### src/rtl/mppc_pkg.sv
// Shared constants and state type for the MPPC hit counter and its input stage.
package mppc_pkg;

   localparam int unsigned MPPC_COUNT_W    = 8;
   localparam int unsigned MPPC_CLK_HZ     = 9_600_000;
   localparam int unsigned MPPC_WINDOW_1MS = MPPC_CLK_HZ / 1000;

   typedef enum logic {
      IDLE,
      COUNT
   } mppc_cnt_state_t;

endpackage

### src/rtl/mppc_pulse_sync.sv
// Two-flop synchronizer plus rising-edge detector for an asynchronous level input.
// The third flop only remembers the previous synchronized level for edge detection.
module mppc_pulse_sync (
   input  logic CLK,
   input  logic RST,
   input  logic async_in,
   output logic rise
);

   logic [2:0] sync_q;

   always_ff @(posedge CLK) begin
      if (RST) begin
         sync_q <= '0;
      end else begin
         sync_q <= {sync_q[1:0], async_in};
      end
   end

   assign rise = sync_q[1] & ~sync_q[2];

endmodule

### src/rtl/mppc_hit_counter.sv
// Gated MPPC hit counter: counts discriminator edges per window and hands each
// window's saturating count out over valid/ready. Dead-time masking: MPPC_DEADTIME_EN.
module mppc_hit_counter
   import mppc_pkg::*;
#(
   parameter int unsigned WINDOW_CYCLES   = MPPC_WINDOW_1MS,
   parameter int unsigned DEADTIME_CYCLES = 8,
   parameter int unsigned COUNT_W         = MPPC_COUNT_W
) (
   input  logic               CLK,
   input  logic               RST,
   input  logic               DISC,
   input  logic               ENABLE,
   output logic [COUNT_W-1:0] DATA,
   output logic               DATA_VALID,
   input  logic               DATA_READY,
   output logic               OVERRUN
);

   localparam logic [15:0]        WIN_LAST = 16'(WINDOW_CYCLES - 1);
   localparam logic [COUNT_W-1:0] CNT_MAX  = '1;

   if (WINDOW_CYCLES < 2 || WINDOW_CYCLES > 65535 || DEADTIME_CYCLES < 1 ||
       DEADTIME_CYCLES > 255 || COUNT_W != MPPC_COUNT_W) begin : g_bad_param
      $error("mppc_hit_counter: parameter out of legal range");
   end

   mppc_cnt_state_t    state_q, state_d;
   logic [15:0]        win_q, win_d;
   logic [COUNT_W-1:0] hit_q, hit_d, hit_next;
   logic [COUNT_W-1:0] data_q, data_d;
   logic               valid_q, valid_d;
   logic               overrun_q, overrun_d;
   logic               rise, hit, counting, win_close, xfer, load;

   mppc_pulse_sync u_sync (
      .CLK      (CLK),
      .RST      (RST),
      .async_in (DISC),
      .rise     (rise)
   );

   assign counting = (state_q == COUNT) && ENABLE;

`ifdef MPPC_DEADTIME_EN
   logic [7:0] dead_q, dead_d;

   // Counter reaching 0 reopens the gate in the same cycle.
   assign hit = rise && (dead_q == 8'd0);

   always_comb begin
      dead_d = dead_q;
      if (!counting) begin
         dead_d = 8'd0;
      end else if (hit) begin
         dead_d = 8'(DEADTIME_CYCLES);
      end else if (dead_q != 8'd0) begin
         dead_d = dead_q - 8'd1;
      end
   end

   always_ff @(posedge CLK) begin
      if (RST) begin
         dead_q <= 8'd0;
      end else begin
         dead_q <= dead_d;
      end
   end
`else
   assign hit = rise;
`endif

   always_ff @(posedge CLK) begin : state_reg
      if (RST) begin
         state_q <= IDLE;
      end else begin
         state_q <= state_d;
      end
   end

   always_comb begin : next_state
      state_d = state_q;
      unique case (state_q)
         IDLE:    if (ENABLE) state_d = COUNT;
         COUNT:   if (!ENABLE) state_d = IDLE;
         default: state_d = IDLE;
      endcase
   end

   // A hit in the terminal cycle still belongs to the closing window.
   assign hit_next  = (hit && (hit_q != CNT_MAX)) ? hit_q + COUNT_W'(1) : hit_q;
   assign win_close = counting && (win_q == WIN_LAST);
   assign xfer      = valid_q && DATA_READY;
   assign load      = win_close && (!valid_q || DATA_READY);

   always_comb begin : datapath
      win_d = '0;
      hit_d = '0;
      if (counting && !win_close) begin
         win_d = win_q + 16'd1;
         hit_d = hit_next;
      end
      data_d    = load ? hit_next : data_q;
      valid_d   = load ? 1'b1 : (xfer ? 1'b0 : valid_q);
      overrun_d = overrun_q | (win_close && !load);
   end

   always_ff @(posedge CLK) begin : data_regs
      if (RST) begin
         win_q     <= '0;
         hit_q     <= '0;
         data_q    <= '0;
         valid_q   <= 1'b0;
         overrun_q <= 1'b0;
      end else begin
         win_q     <= win_d;
         hit_q     <= hit_d;
         data_q    <= data_d;
         valid_q   <= valid_d;
         overrun_q <= overrun_d;
      end
   end

   always_comb begin : outputs
      DATA       = data_q;
      DATA_VALID = valid_q;
      OVERRUN    = overrun_q;
   end

endmodule

### config.mk
export PLATFORM = sky130hd
export DESIGN_NAME = mppc_hit_counter
export DESIGN_NICKNAME = d
export VERILOG_FILES = /design/src/rtl/mppc_pkg.sv /design/src/rtl/mppc_pulse_sync.sv /design/src/rtl/mppc_hit_counter.sv
export SDC_FILE = /design/constraint.sdc
export NUM_CORES = 1
export LEC_CHECK = 0
export ABC_AREA = 1
export BUFFER_PORTS_ARGS = -buffer_cell sky130_fd_sc_hd__buf_2
export CAP_MARGIN = 20
export CORE_AREA = 2 2 59 61
export DETAILED_ROUTE_END_ITERATION = 8
export DIE_AREA = 0 0 61 63
export PLACE_DENSITY = 0.89
export SKIP_LAST_GASP = 1
export SLEW_MARGIN = 20
export SYNTH_ARGS = -nofsm -noshare
export SYNTH_HDL_FRONTEND = slang
export SYNTH_HIERARCHICAL = 1
export SYNTH_SLANG_ARGS = --single-unit
### constraint.sdc
create_clock -name CLK -period 2.75 [get_ports CLK]
set_input_delay 0 -clock CLK [delete_from_list [all_inputs] [get_ports CLK]]
set_output_delay 0 -clock CLK [all_outputs]
set_load 0.02 [all_outputs]
After elaboration in Yosys (flattened, before gate mapping)
Cells that the tools add are included.
{"block": "classes", "addsub": 2, "eq_ne": 2, "mux": 4, "n_bitwise": 4, "n_reduce_logical": 13}
{"operator": "$add 16x1->16 const B", "n": 1}
{"operator": "$eq 16x14->1 const B", "n": 1}
{"operator": "$add 8x1->8 const B", "n": 1}
{"operator": "$mux 8", "n": 1}
{"operator": "$ne 8x8->1 const B", "n": 1}
{"operator": "$logic_and 1x1->1", "n": 7}
{"operator": "$logic_not 1->1", "n": 3}
{"operator": "$mux 1", "n": 3}
{"operator": "$not 1->1", "n": 2}
{"operator": "$reduce_bool 2->1", "n": 1}
{"operator": "$reduce_or 2->1", "n": 1}
{"operator": "$and 1x1->1", "n": 1}
{"operator": "$logic_or 1x1->1", "n": 1}
{"operator": "$or 1x1->1", "n": 1}
{"block": "totals", "reg_bits": 38, "inputBits": 5, "output_inout_bits": 10, "wordCells": 32}

Logic depth before layout (Yosys ltp)
Gate-level depths: netlist of run 1.
{"block": "logic_depth", "ltp_word": 6, "mapped_depth": 10, "mapped_depth_nobuf": 10}

Cells and area by module
Netlist of run 1, hierarchy kept.
{"mod": "mppc_hit_counter", "n_inst": 1, "cells_each": 250, "area_per_inst_um2": 1766.7, "seq_area_each_um2": 700.7}
{"mod": "mppc_pulse_sync", "n_inst": 1, "cells_each": 10, "area_per_inst_um2": 86.3, "seq_area_each_um2": 60.1}

Worst setup path before layout of run 1
No wires, ideal clock.
{"block": "synth_timing", "kind": "reg-to-reg", "from": "register win_q[0]", "to": "register data_q[0], in the netlist DATA[0]", "setup_time_ns": 0.132, "arrival_ns": 1.210, "t_required_ns": 2.618, "slack_ns": 1.408, "path_stages_with_launch": 7, "n_path_buf": 0, "period_less_slack_ns": 1.342, "path_cell_list": "dfxtp_1 -> ha_1 -> nand3_1 -> nor2_4 -> nand4_1 -> nand2_1 -> a21oi_1"}
{"block": "synth_between", "elab_chain_len": 3}
{"element": "start, declared", "line": "mppc_hit_counter.sv:29", "rtl": "logic [15:0] win_q, win_d;"}
{"element": "start signal, assigned", "line": "mppc_hit_counter.sv:116", "rtl": "win_q <= win_d;"}
{"element": "$eq 16x14->1", "line": "mppc_hit_counter.sv:92", "rtl": "assign win_close = counting && (win_q == WIN_LAST);"}
{"element": "$logic_and 1x1->1", "line": "mppc_hit_counter.sv:92"}
{"element": "$logic_and 1x1->1", "line": "mppc_hit_counter.sv:94", "rtl": "assign load = win_close && (!valid_q || DATA_READY);"}
{"element": "end signal, assigned", "line": "mppc_hit_counter.sv:118", "rtl": "data_q <= data_d;"}
{"element": "end, declared", "line": "mppc_hit_counter.sv:31", "rtl": "logic [COUNT_W-1:0] data_q, data_d;"}
Every way passes these cells.
A chain may end at the register's enable or synchronous reset.

Worst setup path after layout of run 1
{"block": "layout_timing", "from": "register u_sync.sync_q[1]", "to": "register data_q[4], in the netlist DATA[4]"}
{"block": "layout_between", "elab_chain_len": 3}
{"element": "start, declared", "line": "mppc_pulse_sync.sv:10", "rtl": "logic [2:0] sync_q;"}
{"element": "start signal, assigned", "line": "mppc_pulse_sync.sv:16", "rtl": "sync_q <= {sync_q[1:0], async_in};"}
{"element": "$and 1x1->1", "line": "mppc_pulse_sync.sv:20", "rtl": "assign rise = sync_q[1] & ~sync_q[2];"}
{"element": "net hit", "line": "mppc_hit_counter.sv:34", "rtl": "logic rise, hit, counting, win_close, xfer, load;"}
{"element": "$logic_and 1x1->1", "line": "mppc_hit_counter.sv:91", "rtl": "assign hit_next = (hit && (hit_q != CNT_MAX)) ? hit_q + COUNT_W'(1) : hit_q;"}
{"element": "$mux 8", "line": "mppc_hit_counter.sv:91"}
The timed path passes the listed nets, and every way through them passes these cells.

==> results.toml, run 1 <==
[run_status]
outcome = "completed"

[clock_tree]
cts_root_buf = "clkbuf_4"
insertion_delay_ns = 0.34
cts_hold_buffers = 6
cts_made_buffers = 5
clkSlewWorstSetupHoldPaths_ns = 0.11
cts_tree = "built"
cts.repair.resized = 0
cts.sinks = 38
cts_max_level = 2
clockBufferDepth = 2
postCtsSetupBuffers = 0

[die]
start_util_pct = 57.3
core_um2 = 3230
num_rows = 21
die_h_um = 63
die_w_um = 61
die_area_um2 = 3840
ios = 15

[grt]
grt_first_pass_wirelength_um = 6470
grt_start_max_net_pins = 25
track_usage_pct = 22.2
grt_overflow = 0
antenna_found_initial = 0
grt_pass1_vias = 1550

[timing]
setup_tns_ns = 0
setup_viol = 0
worst_pin_slew_ns = 0.663
fin_crit_ns = 1.75
rsz0062_at_grt = "false"
clock_skew_ns = 0.0134
final.period_utilization_pct = 63.8
final-hold-violation-count = 0
slew-limit-headroom_pct = 55.6
fmax_ghz = 0.570
drv_slew = 0

[logic_synthesis]
syn_inst = 260
synthMostInstantiatedCell = "nand2_1"
synth_ff_type = "dfxtp_1"
synth_edf_count = 0
yosysTopAreaCell = "dfxtp_1"
synth_commonest_cells = "nand2_1, dfxtp_1, nor2_1"
syn_area_um2 = 1850
synthTopCellsByArea = "dfxtp_1, nand2_1, nor2_1"
yosysUniqueCellTypes = 29
ys_warn_count = 6
ys_async_sr_fraction_pct = 0
synth.net_count = 267
yosysTopAreaCellShare_pct = 41.1
ys_seq_elements = 38
yosysSeqAreaShare_pct = 41.1
synth.avg_cell_area_um2 = 7.13

[layout]
utilization_pct = 63.8
nets = 289
drive_above_1_share_pct = 13.9
finalInstanceArea_um2 = 2060
area.growth.synth_to_final_pct = 11.3
fin_cells = 327
diodes = 0

[route]
drc = 0
antenna_left = 0
dr.first_iter.drc_count = 56
vias_per_cell = 5.05
firstDrtPassIters = 4
num_vias = 1651
drt-wirelength-per-cell_um = 10.9
wirelength_um = 3550

[power]
ir_drop_mv = 0.370
p_leak_nw = 0.800
power_density_nw_per_um2 = 419

[critical_path]
endpoint_kind = "register"
reg2reg_depth = 7
r2r_end = "DATA[4]"
worstPathRequired_ns = 3.03
worstPathMaxFanout = 9
worstPathArrival_ns = 2.03
r2r-start = "u_sync/sync_q[1]"
ff2ff_setup_slack_ns = 1.0
critical_path_class = "reg -> reg"
start_kind = "register"

[min_path]
hold_end = "u_sync/sync_q[1]"
hold_path.class = "reg -> reg"
hold-path-cell-count = 2
worstHoldStart = "u_sync/sync_q[0]"

[placed_design]
portBuffers = 14
dp_cells = 315
place.gp.congestion = 0.850
dp_hpwl_um = 2440
place_area_um2 = 1950

[run]
maxCapViolations = 0
## layout make-up
type / instances / area (µm²)
Clock buffer: 6 / 51.3
Fill cell: 267 / 1170
Inverter: 34 / 128
Multi-Input combinational cell: 183 / 936
Sequential cell: 38 / 761
Tap cell: 46 / 57.6
Timing Repair Buffer: 20 / 130
## worst max-delay path: stages (launching register included)
cell and delay [ns]:
dfxtp_1 0.32, inv_1 0.04, nor2_1 0.51, nor3b_1 0.38, nand3b_1 0.18, nand2_1 0.10
nand2_1 0.06, a21oi_1 0.12
## cell usage in the layout, fill, tap and decap left out, drive strengths merged
cell type     n
nand3b        2
clkbuf        6
o21ai         4
dfxtp        38
nand2        69
nor3          8
inv          34
nand3        18
dlygate4sd3   6
o21a          1
buf          14
nor2         42
nor3b         3
ha            2
xor2          3
nand4         7
or2           1
a21oi        22
xnor2         1
## worst max path at each step
| stage | startpoint | endpoint | slack (ns) | cells past startpoint |
|---|---|---|---|---|
| floorplan | win_q[0] | DATA[0] | 1.41 | 6 |
| detailed placement | win_q[0] | win_q[11] | 1.08 | 7 |
| global route | win_q[0] | win_q[12] | 0.85 | 6 |
| finish | u_sync/sync_q[1] | DATA[4] | 1.0 | 7 |
| global placement | win_q[0] | win_q[11] | 1.13 | 7 |
| CTS | u_sync/sync_q[1] | DATA[4] | 1.06 | 7 |
## sequential cells by signal (all words and copies together) (netlist names)
| signal | flops |
|---|---|
| DATA | 8 |
| DATA_VALID | 1 |
| OVERRUN | 1 |
| hit_q | 8 |
| state_q | 1 |
| u_sync/sync_q | 3 |
| win_q | 16 |
## cell families after synthesis
logic type	share of synthesized area, %
compound gates	7.43
xor+xnor	1.89
fa+ha+maj	1.35
buf+inv	8.44
flops	41.1
simple gates	39.8
## power by group
group | total, mW | switching [mW] | internal, mW
Combinational | 0.0255 | 0.0148 | 0.0107
Clock | 0.285 | 0.170 | 0.115
Sequential | 0.554 | 0.00109 | 0.553
## metrics by stage
step           power (mW)  hold slack, ns  setup WS, ns
6_report            0.865           0.421         0.996
5_1_grt             0.901           0.449         0.849
4_1_cts             0.871           0.414          1.06
3_5_place_dp        0.585           0.210          1.08
2_1_floorplan       0.580          0.0712          1.41
3_3_place_gp        0.584           0.204          1.13
## metal layers
layer  vias to the layer above  GRT usage, %  share of wire [%]
li1                        867             -                  -
met1                       745          28.8                 48
met2                        30          34.8                 46
met3                         9          4.76                3.5
met4                         0          9.78                2.0
met5                         -             0                  0
(Power assumes the default switching activity.)
==> inputs of run 2 (changes only) <==
- CORE_AREA: 2 2 59 61 -> 2 2 63 65
- DIE_AREA: 0 0 61 63 -> 0 0 65 67
- PLACE_DENSITY: 0.89 -> 0.83
- clock period: 2.75 -> 1.55 ns (I/O delays scaled with it)
==> run 2 against run 1 <==
  * Critical path depth is 3 higher
  * Worst hold slack got worse by 0.38 ns
  * Sequential cell count is the same
  * Cell count increased by 2.4%
  * Global-route usage down 3.6 points
  * Clock power up 150%
  * First-iteration DRC count is 11% higher
  * Largest cell class unchanged
==> results.toml, run 2 (synthesis results as in run 1) <==
[run_status]
outcome = "completed"

[critical_path]
endpoint_kind = "register"
critical_path_class = "reg -> reg"
cp_slowest_cell = "dfxtp_2"
cpMostUsedCell = "nand2_1"
worstPathArrival_ns = 1.64
slowest_delay_ns = 0.33
worstPathMaxFanout = 3
worstPathRequired_ns = 1.77
worstPathCellList = "ha_2, nand2_2, nor2_4, buf_4, nand3_1, nand2_1, nand2_1, inv_1, nand2_1, a21oi_1"
start_kind = "register"

[timing]
slew-limit-headroom_pct = 79.2
rsz0062_at_grt = "true"
setup_tns_ns = 0
fin_hold_ws_ns = 0.0402
final.period_utilization_pct = 91.8
worst_pin_slew_ns = 0.311
drv_slew = 0
fin_crit_ns = 1.42
fmax_ghz = 0.703
final-hold-violation-count = 0
clock_skew_ns = 0.00932
setup_viol = 0

[layout]
diodes = 0
drive_above_1_share_pct = 20.9
finalInstanceArea_um2 = 2170
utilization_pct = 60.3
largest-register = "win_q"
largest_register_ff_count = 16
layout_common_cells = "nand2_1, nor2_1, dfxtp_1, inv_1, a21oi_1"
nets = 293
area.growth.synth_to_final_pct = 17.3
layout_commonest_cell = "nand2_1"

[die]
start_util_pct = 51.4
core_um2 = 3610
die_h_um = 67
num_rows = 22
die_area_um2 = 4360
die_w_um = 65
ios = 15

[grt]
grt_first_pass_wirelength_um = 6020
grt_overflow = 0
grt_start_max_net_pins = 15
track_usage_pct = 18.6
antenna_found_initial = 0
grt_pass1_vias = 1456

[route]
drt-wirelength-per-cell_um = 10.7
dr.first_iter.drc_count = 62
vias_per_cell = 4.89
antenna_left = 0
wirelength_um = 3580
firstDrtPassIters = 4
num_vias = 1638
drc = 0

[placed_design]
portBuffers = 14
place.gp.congestion = 0.824
place_area_um2 = 2010
dp_hpwl_um = 2640

[clock_tree]
clockBufferDepth = 2
insertion_delay_ns = 0.30
cts.sinks = 38
cts_max_level = 2
clkSlewWorstSetupHoldPaths_ns = 0.08
cts_tree = "built"
cts_made_buffers = 5
cts_root_buf = "clkbuf_8"

[power]
power_density_nw_per_um2 = 794
ir_drop_mv = 0.825
finalPower_mw = 1.73
p_leak_nw = 0.838

[min_path]
hold_path.class = "in -> reg"

[run]
maxCapViolations = 0
## run 2: cell count changes in the layout (fill, tap and decap cells not counted), moves of 2 or more
cell and delta:
dfxtp_1 -7, dfxtp_2 +7, buf_4 +6, clkbuf_4 -5, clkbuf_8 +5, dlygate4sd3_1 -4, ha_1 -2, ha_2 +2
## run 2: worst paths after layout
check | slack (ns) | endpoint | cells past startpoint | start
worst max-delay path | 0.13 | DATA[6] | 10 | hit_q[0]
worst min-delay path | 0.04 | OVERRUN | 2 | RST
worst max register to register | 0.13 | DATA[6] | 10 | hit_q[0]
worst min register to register | 0.42 | u_sync/sync_q[1] | 2 | u_sync/sync_q[0]
## run 2: cell type report
class / count / area, µm²
clock buffer: 6 / 82.6
clock inverter: 2 / 12.5
fill: 326 / 1430
inverter: 34 / 128
multi-input combinational: 184 / 966
sequential: 38 / 769
tap: 48 / 60.1
timing repair buffer: 23 / 155
## run 2: critical path: cells and delay by family (launching register included)
| family | cells | cell delay [ns] |
|---|---|---|
| AOI/OAI and AO/OA | 1 | 0.12 |
| adders and majority gates | 1 | 0.18 |
| buffers and inverters | 2 | 0.20 |
| DFF | 1 | 0.33 |
| and+or+nand+nor | 6 | 0.52 |
## run 2: per-layer routing
metal / wire [µm] / vias up / track usage, %
met4: 88 / 0 / 10.4
met5: 0 / - / 0
met1: 1760 / 727 / 21.8
li1: - / 878 / -
met2: 1590 / 26 / 30.3
met3: 140 / 7 / 5.57
## run 2: through the flow
stage | instances | worst slack (ns)
after detailed placement | 323 | 0.00279
after floorplan | 260 | 0.208
after CTS | 333 | 0.00202
final | 335 | 0.128
after global routing | 335 | -0.00420
after global placement | 323 | 0.0877
## run 2: where the power goes
part / switching [mW] / total (mW) / internal [mW]
clock: 0.343 / 0.700 / 0.357
sequential: 0.00175 / 0.983 / 0.981
combinational: 0.0253 / 0.0427 / 0.0174
total: 0.370 / 1.73 / 1.36
## run 2: timing repair
item / 4_1_cts / 5_1_grt
endpoints found under the setup margin: 0 / 23
gates resized for setup: 0 / 12
hold endpoints to repair: 2 / 0
hold buffers: 2 / 0
setup buffers: 0 / 1
